<file path="config.mk">
export PLATFORM = sky130hd
export DESIGN_NAME = id_stage
export DESIGN_NICKNAME = d
export VERILOG_FILES = /design/src/rtl/core_pkg.sv /design/src/rtl/id_stage_imm_gen.sv /design/src/rtl/id_stage.sv
export SDC_FILE = /design/constraint.sdc
export NUM_CORES = 1
export LEC_CHECK = 0
export ABC_AREA = 1
export ABC_CLOCK_PERIOD_IN_PS = 2900
export BUFFER_PORTS_ARGS = -buffer_cell sky130_fd_sc_hd__buf_2
export CAP_MARGIN = 10
export CORE_AREA = 2 2 126 140
export CTS_CLUSTER_SIZE = 28
export DETAILED_ROUTE_END_ITERATION = 7
export DIE_AREA = 0 0 128 142
export PLACE_DENSITY = 0.76
export SLEW_MARGIN = 20
export SYNTH_ARGS = -nofsm -noshare
export SYNTH_HDL_FRONTEND = slang
export SYNTH_SLANG_ARGS = --single-unit
</file>
<file path="constraint.sdc">
create_clock -name clk -period 2.9 [get_ports clk]
set_clock_uncertainty 0.15 [all_clocks]
set_input_delay 0.29 -clock clk [delete_from_list [all_inputs] [get_ports clk]]
set_output_delay 0.29 -clock clk [all_outputs]
set_load 0.01 [all_outputs]
</file>
<file path="src/rtl/core_pkg.sv">
// core_pkg: shared RV32I decode definitions.
//   - OPC_* : 7-bit major opcodes of the RV32I base set
//   - imm_fmt_t : immediate format selected by the opcode
//   - id_ex_t : payload held in the ID/EX pipeline register
//   - opc_legal() : true when an opcode belongs to the RV32I base set
package core_pkg;

   localparam logic [6:0] OPC_LUI    = 7'b0110111;
   localparam logic [6:0] OPC_AUIPC  = 7'b0010111;
   localparam logic [6:0] OPC_JAL    = 7'b1101111;
   localparam logic [6:0] OPC_JALR   = 7'b1100111;
   localparam logic [6:0] OPC_BRANCH = 7'b1100011;
   localparam logic [6:0] OPC_LOAD   = 7'b0000011;
   localparam logic [6:0] OPC_STORE  = 7'b0100011;
   localparam logic [6:0] OPC_OPIMM  = 7'b0010011;
   localparam logic [6:0] OPC_OP     = 7'b0110011;
   localparam logic [6:0] OPC_FENCE  = 7'b0001111;
   localparam logic [6:0] OPC_SYSTEM = 7'b1110011;

   typedef enum logic [2:0] {
      IMM_I    = 3'd0,
      IMM_S    = 3'd1,
      IMM_B    = 3'd2,
      IMM_U    = 3'd3,
      IMM_J    = 3'd4,
      IMM_NONE = 3'd5
   } imm_fmt_t;

   typedef struct packed {
      logic [31:0] pc;
      logic [31:0] rs1_val;
      logic [31:0] rs2_val;
      logic [31:0] imm;
      logic [4:0]  rd;
      logic        rd_we;
      logic [6:0]  opcode;
      logic [2:0]  funct3;
      logic        funct7b5;
      logic        illegal;
   } id_ex_t;

   function automatic logic opc_legal(input logic [6:0] opc);
      logic ok;
      case (opc)
         OPC_LUI, OPC_AUIPC, OPC_JAL, OPC_JALR, OPC_BRANCH, OPC_LOAD,
         OPC_STORE, OPC_OPIMM, OPC_OP, OPC_FENCE, OPC_SYSTEM: ok = 1'b1;
         default:                                            ok = 1'b0;
      endcase
      return ok;
   endfunction

endpackage

</file>
<file path="src/rtl/id_stage_imm_gen.sv">
// imm_gen: combinational RV32I immediate decoder.
//   instr (in, 32)  instruction word
//   fmt   (out)     immediate format chosen from the opcode
//   imm   (out, 32) immediate, sign-extended from instr[31]; 0 when fmt is IMM_NONE
// JALR/LOAD/OP-IMM use the I format; FENCE and SYSTEM carry no immediate here.
module imm_gen
   import core_pkg::*;
(
   input  logic [31:0] instr,
   output imm_fmt_t    fmt,
   output logic [31:0] imm
);

   // Select the immediate format from the major opcode.
   always_comb begin
      fmt = IMM_NONE;
      case (instr[6:0])
         OPC_JALR, OPC_LOAD, OPC_OPIMM: fmt = IMM_I;
         OPC_STORE:                     fmt = IMM_S;
         OPC_BRANCH:                    fmt = IMM_B;
         OPC_LUI, OPC_AUIPC:            fmt = IMM_U;
         OPC_JAL:                       fmt = IMM_J;
         default:                       fmt = IMM_NONE;
      endcase
   end

   // Assemble and sign-extend the immediate for the chosen format.
   always_comb begin
      imm = 32'h0000_0000;
      case (fmt)
         IMM_I:   imm = {{20{instr[31]}}, instr[31:20]};
         IMM_S:   imm = {{20{instr[31]}}, instr[31:25], instr[11:7]};
         IMM_B:   imm = {{19{instr[31]}}, instr[31], instr[7], instr[30:25], instr[11:8], 1'b0};
         IMM_U:   imm = {instr[31:12], 12'h000};
         IMM_J:   imm = {{11{instr[31]}}, instr[31], instr[19:12], instr[20], instr[30:21], 1'b0};
         default: imm = 32'h0000_0000;
      endcase
   end

endmodule

</file>
<file path="src/rtl/id_stage.sv">
// id_stage: RV32I decode stage with ID/EX pipeline register.
//   clk, rst_n (synchronous, active-low), flush
//   if_valid/if_ready/if_instr/if_pc     : fetch-side handshake
//   rf_sel_1/rf_sel_2, rf_data_1/2       : register-file read port (combinational data)
//   wb_en/wb_sel/wb_data                 : writeback port, same as the register-file write
//   hz_ld_valid/hz_ld_rd                 : load in execute, for load-use stalls
//   ex_valid/ex_ready and ex_*           : execute-side handshake and decoded payload
// Build option ID_WB_BYPASS_EN: when defined, writeback data is forwarded into the
// operands; when undefined, a writeback to a used source stalls one cycle instead,
// after which the register file returns the new value.
module id_stage
   import core_pkg::*;
#(
   parameter int          XLEN     = 32,
   parameter logic [31:0] RESET_PC = 32'h0000_0000
) (
   input  logic            clk,
   input  logic            rst_n,
   input  logic            flush,
   input  logic            if_valid,
   output logic            if_ready,
   input  logic [31:0]     if_instr,
   input  logic [XLEN-1:0] if_pc,
   output logic [4:0]      rf_sel_1,
   output logic [4:0]      rf_sel_2,
   input  logic [XLEN-1:0] rf_data_1,
   input  logic [XLEN-1:0] rf_data_2,
   input  logic            wb_en,
   input  logic [4:0]      wb_sel,
   input  logic [XLEN-1:0] wb_data,
   input  logic            hz_ld_valid,
   input  logic [4:0]      hz_ld_rd,
   output logic            ex_valid,
   input  logic            ex_ready,
   output logic [XLEN-1:0] ex_pc,
   output logic [XLEN-1:0] ex_rs1_val,
   output logic [XLEN-1:0] ex_rs2_val,
   output logic [XLEN-1:0] ex_imm,
   output logic [4:0]      ex_rd,
   output logic            ex_rd_we,
   output logic [6:0]      ex_opcode,
   output logic [2:0]      ex_funct3,
   output logic            ex_funct7b5,
   output logic            ex_illegal
);

   logic [6:0]  opcode_s;
   logic [4:0]  rs1_s;
   logic [4:0]  rs2_s;
   logic [4:0]  rd_s;
   imm_fmt_t    fmt_s;
   logic [31:0] imm_s;
   logic        uses_rs1_s;
   logic        uses_rs2_s;
   logic        ld_hit_s;
   logic        wb_hit1_s;
   logic        wb_hit2_s;
   logic        stall_s;
   logic        if_ready_s;
   logic        load_s;
   logic [31:0] rs1_val_s;
   logic [31:0] rs2_val_s;
   id_ex_t      dec_s;
   id_ex_t      ex_r;
   logic        ex_valid_r;

   assign opcode_s = if_instr[6:0];
   assign rd_s     = if_instr[11:7];
   assign rs1_s    = if_instr[19:15];
   assign rs2_s    = if_instr[24:20];

   imm_gen u_imm_gen (
      .instr (if_instr),
      .fmt   (fmt_s),
      .imm   (imm_s)
   );

   // Source usage, hazard detection and the fetch-side ready.
   // U-format (LUI/AUIPC) and J-format (JAL) are exactly the opcodes without rs1;
   // S/B formats plus register-register OP are exactly those reading rs2.
   always_comb begin
      uses_rs1_s = (fmt_s != IMM_U) && (fmt_s != IMM_J);
      uses_rs2_s = (fmt_s == IMM_S) || (fmt_s == IMM_B) || (opcode_s == OPC_OP);
      ld_hit_s   = hz_ld_valid && (hz_ld_rd != 5'd0) &&
                   ((uses_rs1_s && (rs1_s == hz_ld_rd)) || (uses_rs2_s && (rs2_s == hz_ld_rd)));
      wb_hit1_s  = wb_en && (wb_sel != 5'd0) && (wb_sel == rs1_s);
      wb_hit2_s  = wb_en && (wb_sel != 5'd0) && (wb_sel == rs2_s);
`ifdef ID_WB_BYPASS_EN
      stall_s    = ld_hit_s;
`else
      stall_s    = ld_hit_s || (uses_rs1_s && wb_hit1_s) || (uses_rs2_s && wb_hit2_s);
`endif
      if_ready_s = rst_n && !flush && !stall_s && (!ex_valid_r || ex_ready);
      load_s     = if_valid && if_ready_s;
   end

   // Operand selection; x0 always reads as zero regardless of the register file.
   always_comb begin
      rs1_val_s = 32'h0000_0000;
      rs2_val_s = 32'h0000_0000;
`ifdef ID_WB_BYPASS_EN
      if (rs1_s == 5'd0) begin
         rs1_val_s = 32'h0000_0000;
      end else if (wb_hit1_s) begin
         rs1_val_s = wb_data;
      end else begin
         rs1_val_s = rf_data_1;
      end
      if (rs2_s == 5'd0) begin
         rs2_val_s = 32'h0000_0000;
      end else if (wb_hit2_s) begin
         rs2_val_s = wb_data;
      end else begin
         rs2_val_s = rf_data_2;
      end
`else
      if (rs1_s == 5'd0) begin
         rs1_val_s = 32'h0000_0000;
      end else begin
         rs1_val_s = rf_data_1;
      end
      if (rs2_s == 5'd0) begin
         rs2_val_s = 32'h0000_0000;
      end else begin
         rs2_val_s = rf_data_2;
      end
`endif
   end

`ifndef ID_WB_BYPASS_EN
   // Without forwarding the writeback data is only seen through the register file.
   logic unused_wb_data_s;
   assign unused_wb_data_s = ^wb_data;
`endif

   // Build the payload that a load would capture.
   always_comb begin
      dec_s          = '0;
      dec_s.pc       = if_pc;
      dec_s.rs1_val  = rs1_val_s;
      dec_s.rs2_val  = rs2_val_s;
      dec_s.imm      = imm_s;
      dec_s.rd       = rd_s;
      dec_s.opcode   = opcode_s;
      dec_s.funct3   = if_instr[14:12];
      dec_s.funct7b5 = if_instr[30];
      dec_s.illegal  = !opc_legal(opcode_s);
      if (dec_s.illegal || (opcode_s == OPC_STORE) || (opcode_s == OPC_BRANCH) || (rd_s == 5'd0)) begin
         dec_s.rd_we = 1'b0;
      end else begin
         dec_s.rd_we = 1'b1;
      end
   end

   // ID/EX register: reset > flush > load > drain; otherwise hold.
   always_ff @(posedge clk) begin
      if (!rst_n) begin
         ex_valid_r <= 1'b0;
         ex_r       <= '0;
         ex_r.pc    <= RESET_PC;
      end else if (flush) begin
         ex_valid_r <= 1'b0;
      end else if (load_s) begin
         ex_valid_r <= 1'b1;
         ex_r       <= dec_s;
      end else if (ex_ready) begin
         // Plain drain, or a stalled decode leaving a bubble behind.
         ex_valid_r <= 1'b0;
      end
   end

   assign if_ready    = if_ready_s;
   assign rf_sel_1    = rs1_s;
   assign rf_sel_2    = rs2_s;
   assign ex_valid    = ex_valid_r;
   assign ex_pc       = ex_r.pc;
   assign ex_rs1_val  = ex_r.rs1_val;
   assign ex_rs2_val  = ex_r.rs2_val;
   assign ex_imm      = ex_r.imm;
   assign ex_rd       = ex_r.rd;
   assign ex_rd_we    = ex_r.rd_we;
   assign ex_opcode   = ex_r.opcode;
   assign ex_funct3   = ex_r.funct3;
   assign ex_funct7b5 = ex_r.funct7b5;
   assign ex_illegal  = ex_r.illegal;

endmodule

</file>
Word-level counts from Yosys, hierarchy flattened
Index checks and enable logic that the tools add are counted.
{"block": "op_classes", "addsub": 0, "n_mux": 8, "magnitude_cmp": 0, "n_reduce_logical": 39, "shift": 0, "bitwise": 2, "n_div": 0, "n_eq_ne": 21, "n_mul": 0}
{"cell": "$pmux W32 S5", "n": 1}
{"cell": "$mux W32", "n": 2}
{"cell": "$eq A7 B7 Y1 const B", "n": 4}
{"cell": "$eq A7 B6 Y1 const B", "n": 3}
{"cell": "$eq A5 B5 Y1", "n": 4}
{"cell": "$logic_not A5 Y1", "n": 3}
{"cell": "$pmux W3 S5", "n": 1}
{"cell": "$eq A7 B5 Y1 const B", "n": 2}
{"cell": "$logic_and A1 B1 Y1", "n": 14}
{"cell": "$reduce_or A11 Y1", "n": 1}
{"cell": "$reduce_bool A5 Y1", "n": 2}
{"cell": "$logic_or A1 B1 Y1", "n": 9}
{"cell": "$eq A7 B2 Y1 const B", "n": 1}
{"cell": "$eq A7 B4 Y1 const B", "n": 1}
{"cell": "$eq A3 B2 Y1 const B", "n": 2}
{"cell": "$logic_not A1 Y1", "n": 4}
{"cell": "$mux W1", "n": 4}
{"cell": "$reduce_or A2 Y1", "n": 2}
{"cell": "$eq A3 B1 Y1 const B", "n": 1}
{"cell": "$eq A3 B3 Y1 const B", "n": 1}
{"cell": "$logic_not A3 Y1", "n": 1}
{"cell": "$ne A3 B2 Y1 const B", "n": 1}
{"cell": "$ne A3 B3 Y1 const B", "n": 1}
{"cell": "$reduce_or A3 Y1", "n": 1}
{"cell": "3 further kinds", "n": 4}
{"block": "word_totals", "mem_count": 0, "latchBits": 0, "output_inout_bits": 158, "romBits": 0, "regBits": 147, "input_bits": 177, "mem_bits_rw": 0}

Depth between registers and ports, before layout
{"block": "depth", "depth_word": 16, "mapped_depth": 14, "ltp_nobuf": 12}

Modules after synthesis
A second synthesis with hierarchy kept.
{"block": "unflattened", "cells_unflattened": 1252, "area_unflattened_um2": 7551.0}
{"module": "id_stage", "area_each_um2": 6668.9, "n_inst": 1, "cells_each": 1060}
{"module": "imm_gen", "area_each_um2": 882.1, "n_inst": 1, "cells_each": 192}

Least setup slack after synthesis
OpenSTA, ideal clock, no wires.
{"block": "synth_path", "kind": "input port to flip-flop", "from": "in if_instr[1]", "to": "reg ex_r, in the netlist ex_imm[14]", "arrival_ps": 1528, "path_stages": 11, "required_ps": 2637, "path_slack_ps": 1109, "cell_sequence": "nand2_1 > nor3_4 > nand2_2 > nand2_2 > inv_2 > a21oi_2 > buf_2 > buf_4 > nand4_1 > nand2_1 > nor2_1"}
{"block": "synth_via", "elab_chain_len": 16, "elab_cells_between_ends": 36, "classes_between": "eq/ne: 15; mux: 2; reduce/logical: 19"}
{"item": "from (decl)", "line_no": "id_stage.sv:22", "rtl": "input logic [31:0] if_instr,"}
{"item": "$eq A7 B7 Y1 (tied with other cells)", "line_no": "id_stage_imm_gen.sv:17", "rtl": "case (instr[6:0])"}
{"item": "$reduce_or A3 Y1 / $reduce_or A2 Y1 (equally long branches)", "line_no": "id_stage_imm_gen.sv:17"}
{"item": "$pmux W3 S5", "line_no": "id_stage_imm_gen.sv:17"}
{"item": "$eq A3 B1 Y1 / $eq A3 B2 Y1 (equally long branches)", "line_no": "id_stage_imm_gen.sv:30, id_stage.sv:83"}
{"item": "$logic_or A1 B1 Y1 (2 in a row)", "line_no": "id_stage.sv:83", "rtl": "uses_rs2_s = (fmt_s == IMM_S) || (fmt_s == IMM_B) || (opcode_s == OPC_OP);"}
{"item": "$logic_and A1 B1 Y1", "line_no": "id_stage.sv:85", "rtl": "((uses_rs1_s && (rs1_s == hz_ld_rd)) || (uses_rs2_s && (rs2_s == hz_ld_rd)));"}
{"item": "$logic_or A1 B1 Y1", "line_no": "id_stage.sv:85"}
{"item": "$logic_and A1 B1 Y1", "line_no": "id_stage.sv:84", "rtl": "ld_hit_s = hz_ld_valid && (hz_ld_rd != 5'd0) &&"}
{"item": "$logic_or A1 B1 Y1 (2 in a row)", "line_no": "id_stage.sv:91", "rtl": "stall_s = ld_hit_s || (uses_rs1_s && wb_hit1_s) || (uses_rs2_s && wb_hit2_s);"}
{"item": "$logic_not A1 Y1", "line_no": "id_stage.sv:93", "rtl": "if_ready_s = rst_n && !flush && !stall_s && (!ex_valid_r || ex_ready);"}
{"item": "$logic_and A1 B1 Y1 (2 in a row)", "line_no": "id_stage.sv:93"}
{"item": "$logic_and A1 B1 Y1", "line_no": "id_stage.sv:94", "rtl": "load_s = if_valid && if_ready_s;"}
{"item": "$reduce_and A2 Y1 (no line)"}
{"item": "to (signal assigned)", "line_no": "id_stage.sv:165", "rtl": "ex_r <= dec_s;"}
{"item": "to (decl)", "line_no": "id_stage.sv:64", "rtl": "id_ex_t ex_r;"}
Parallel ways exist; a longest one is shown, timed or not.
A chain may end at the register's enable or synchronous reset.

Worst setup path after layout
{"block": "layout_path", "from": "in if_instr[1]", "to": "out if_ready"}
{"block": "layout_via", "elab_chain_len": 14, "elab_cells_between_ends": 30, "classes_between": "eq/ne: 13; mux: 1; reduce/logical: 16"}
{"item": "$eq A7 B7 Y1 (tied with other cells)", "line_no": "id_stage_imm_gen.sv:17"}
{"item": "$reduce_or A3 Y1 / $reduce_or A2 Y1 (equally long branches)", "line_no": "id_stage_imm_gen.sv:17"}
{"item": "$pmux W3 S5", "line_no": "id_stage_imm_gen.sv:17"}
{"item": "$eq A3 B1 Y1 / $eq A3 B2 Y1 (equally long branches)", "line_no": "id_stage.sv:83"}
{"item": "$logic_or A1 B1 Y1 (2 in a row)", "line_no": "id_stage.sv:83"}
{"item": "$logic_and A1 B1 Y1", "line_no": "id_stage.sv:85"}
{"item": "$logic_or A1 B1 Y1", "line_no": "id_stage.sv:85"}
{"item": "$logic_and A1 B1 Y1", "line_no": "id_stage.sv:84"}
{"item": "$logic_or A1 B1 Y1", "line_no": "id_stage.sv:91"}
{"item": "$logic_or A1 B1 Y1 *", "line_no": "id_stage.sv:91"}
{"item": "$logic_not A1 Y1 *", "line_no": "id_stage.sv:93"}
{"item": "$logic_and A1 B1 Y1 * (2 in a row)", "line_no": "id_stage.sv:93"}
{"item": "to (decl)", "line_no": "id_stage.sv:21", "rtl": "output logic if_ready,"}
Every way passes the cells marked *; elsewhere a longest branch is shown, timed or not.

==> metrics.csv <==
metric,value,unit
outcome,finished clean,
postLayoutSetupSlackWorst,0.2189,ns
overflow,0,
clock-sinks,147,
worstHoldPathType,in -> reg,
rr_endpoint,ex_rs2_val[28]$_SDFFE_PN0P_,
dieArea,18180,sq um
insertion_delay,0.41,ns
area_delta_synth_final,35.12,%
vdd_drop_max,0.0003787,V
yosys.area.top_type_share,0.3952,
hold_depth,3,
drive_gt1_frac,0.2382,
finalSetupTns,0,ns
root_buffer,clkbuf_16,
synth_area_per_cell,6.143,sq um
fmax,0.3730,GHz
drv_slew,0,
hold_path_end,ex_funct7b5$_SDFFE_PN0P_,
pin_count,335,
final_common_cell,nand2_1,
use_met3,0.06203,
worstSetupPathType,in -> out,
fin_area,10060,sq um
dr_total_vias,8105,
clk_pin_slew,0.06,ns
grt.busiest_layer,met2,
gr-usage-met1,0.3027,
mostFrequentLayoutCells,"353 x nand2_1, 341 x nor2_1, 301 x buf_2, 158 x inv_1, 147 x dfxtp_1",
yosys_warnings,0,
wl,22.79,mm
fp.dieW,128,um
grt_max_degree,86,
place_congestion,0.9021,
die_h,142,um
powerDensity,536.1,nW/um^2
min-delay-start,if_instr[30],
drt-initial-drc-count,355,
nNetsFinal,1690,
reg2reg_from,ex_valid$_SDFFE_PP0P_,
cp_max_fo,13,
initial_utilization,0.4441,
antenna_found_initial,1,
syn_inst,1212,
place_inst,1659,
p_leak,5.920,nW
synth_area_leaders,"dfxtp_1 40%, nand2_1 18%, nor2_1 17%, inv_1 8.0%, nand4_1 4.9%",
dr.pass1.iters,5,
ys_ff_latch,147,
multi_input_area,3480,sq um
h-tree-depth,4,
hpwlAfterDp,15.84,mm
arrival,2.24,ns
netlist-cell-type-count,30,
ant_nets,0,
core,16770,sq um
syn_area,7446,sq um
cp-start-kind,primary input,
end_kind,primary output,
rrSetupSlack,0.81,ns
cts_tree,yes,
grt_pass1_vias,7503,
cts_buffer_depth,2,
yosysTopAreaCell,dfxtp_1,
port_buffers,302,
grt.total_usage,0.2486,
fin_cells,1733,
grt_use_met2,0.4301,
vias_per_cell,4.677,
synth_nets,1389,
numCtsBuffers,17,
post_cts_buffers,0,
worst_pin_slew,0.9035,ns
post-route-period-util,0.9245,
yosysSeqAreaShare,0.3952,
postPlaceCellArea,8990,sq um
required,2.46,ns
drc,0,
relSlewSlack,0.3977,
rows,50,
setup-violations-final,0,
cp-startpoint,if_instr[1],
cap_violations,0,
rsz0062_at_grt,no,
finalHoldViolations,0,
final-seq-area,2943,sq um
rr_worst_depth,9,
wl_per_cell,13.15,um
preCtsSetupSlack,0.3531,ns
min_period,2.681,ns
grt_pass1_wl,36.25,mm
n_fill_cell,1588,
fin_util,0.6001,
[worst max-delay path by stage]
| stage | slack (ns) | endpoint | cells past startpoint |
|---|---|---|---|
| 6_report | 0.22 | if_ready | 11 |
| 5_1_grt | 0.01 | if_ready | 11 |
| 4_1_cts | 0.19 | if_ready | 11 |
| 3_5_place_dp | 0.35 | ex_pc[11]$_SDFFE_PN0P_ | 11 |
| 3_3_place_gp | 0.40 | ex_pc[11]$_SDFFE_PN0P_ | 11 |
| 2_1_floorplan | 1.11 | ex_imm[14]$_SDFFE_PN0P_ | 11 |
[sequential cells by signal, indices dropped and copies added, names as in the netlist, 3 cells and up]
name / flops
ex_pc: 32
ex_rs1_val: 32
ex_rs2_val: 32
ex_funct3: 3
ex_rd: 5
ex_imm: 32
ex_opcode: 7
[synth_stat cells]
cell type  instances
dfxtp_1          147
buf_6              4
o22ai_1            1
a211oi_1           1
nor2_1           341
xor2_1            10
o21ai_0            6
nor3_1             3
nor2_2             1
nand3_2            1
buf_1              3
nor3_4             1
nand4_4            1
xnor2_1            4
o211ai_1           7
o221ai_1           3
buf_2             23
nand2_2            2
buf_4             19
nand2_1          354
nor2_4             1
inv_2              4
inv_1            158
a21oi_1            2
nand4_1           58
a21boi_0           2
nand3_1           22
nand2_4            1
clkbuf_1          31
a21oi_2            1
[layout make-up]
type | instances | area share
multi-input cells | 823 | 0.3459
flip-flops and latches | 147 | 0.2925
repair buffers | 362 | 0.2122
inverters | 162 | 0.06044
clock buffers | 17 | 0.04228
well taps | 208 | 0.02587
clock inverters | 13 | 0.02064
diodes | 1 | 0.0002487
[metal layers]
layer / vias to the layer above / wire length, um
li1: 4211 / -
met4: 0 / 412
met2: 310 / 11150
met1: 3553 / 9496
met3: 31 / 1735
met5: - / 0
[logic make-up after synthesis]
group                     synth area share
xor gates and xnor gates           0.01647
DFF                                 0.3952
AOI/OAI and AO/OA                  0.02101
buffers and inverters               0.1395
and+or+nand+nor                     0.4278
[what timing repair did]
item,CTS,global route
hold endpoints to repair,43,0
gates resized for setup,0,1
hold buffers,43,0
endpoints found under the setup margin,0,3
[power breakdown]
group	internal [mW]	switching (mW)	leakage, nW
combinational	0.345	0.478	4.41
clock	1.52	0.869	0.309
sequential	2.13	0.0514	1.20
total	3.99	1.40	5.92
[critical path: stages]
cell and delay (ns):
dlygate4sd3_1 0.53, buf_2 0.12, nand2_1 0.14, nor3_4 0.28, nand2_4 0.17, nand2_2 0.14
inv_2 0.13, nand2_4 0.12, nand3_2 0.10, inv_1 0.08, buf_2 0.13
[through the flow]
stage / hold WS (ns) / power (mW)
finish: 0.003698 / 5.393
global route: 0.01868 / 5.642
CTS: 0.005850 / 5.442
detailed placement: 0.3164 / 2.997
global placement: 0.3055 / 2.982
floorplan: 0.2749 / 2.679
(Power assumes the default switching activity.)
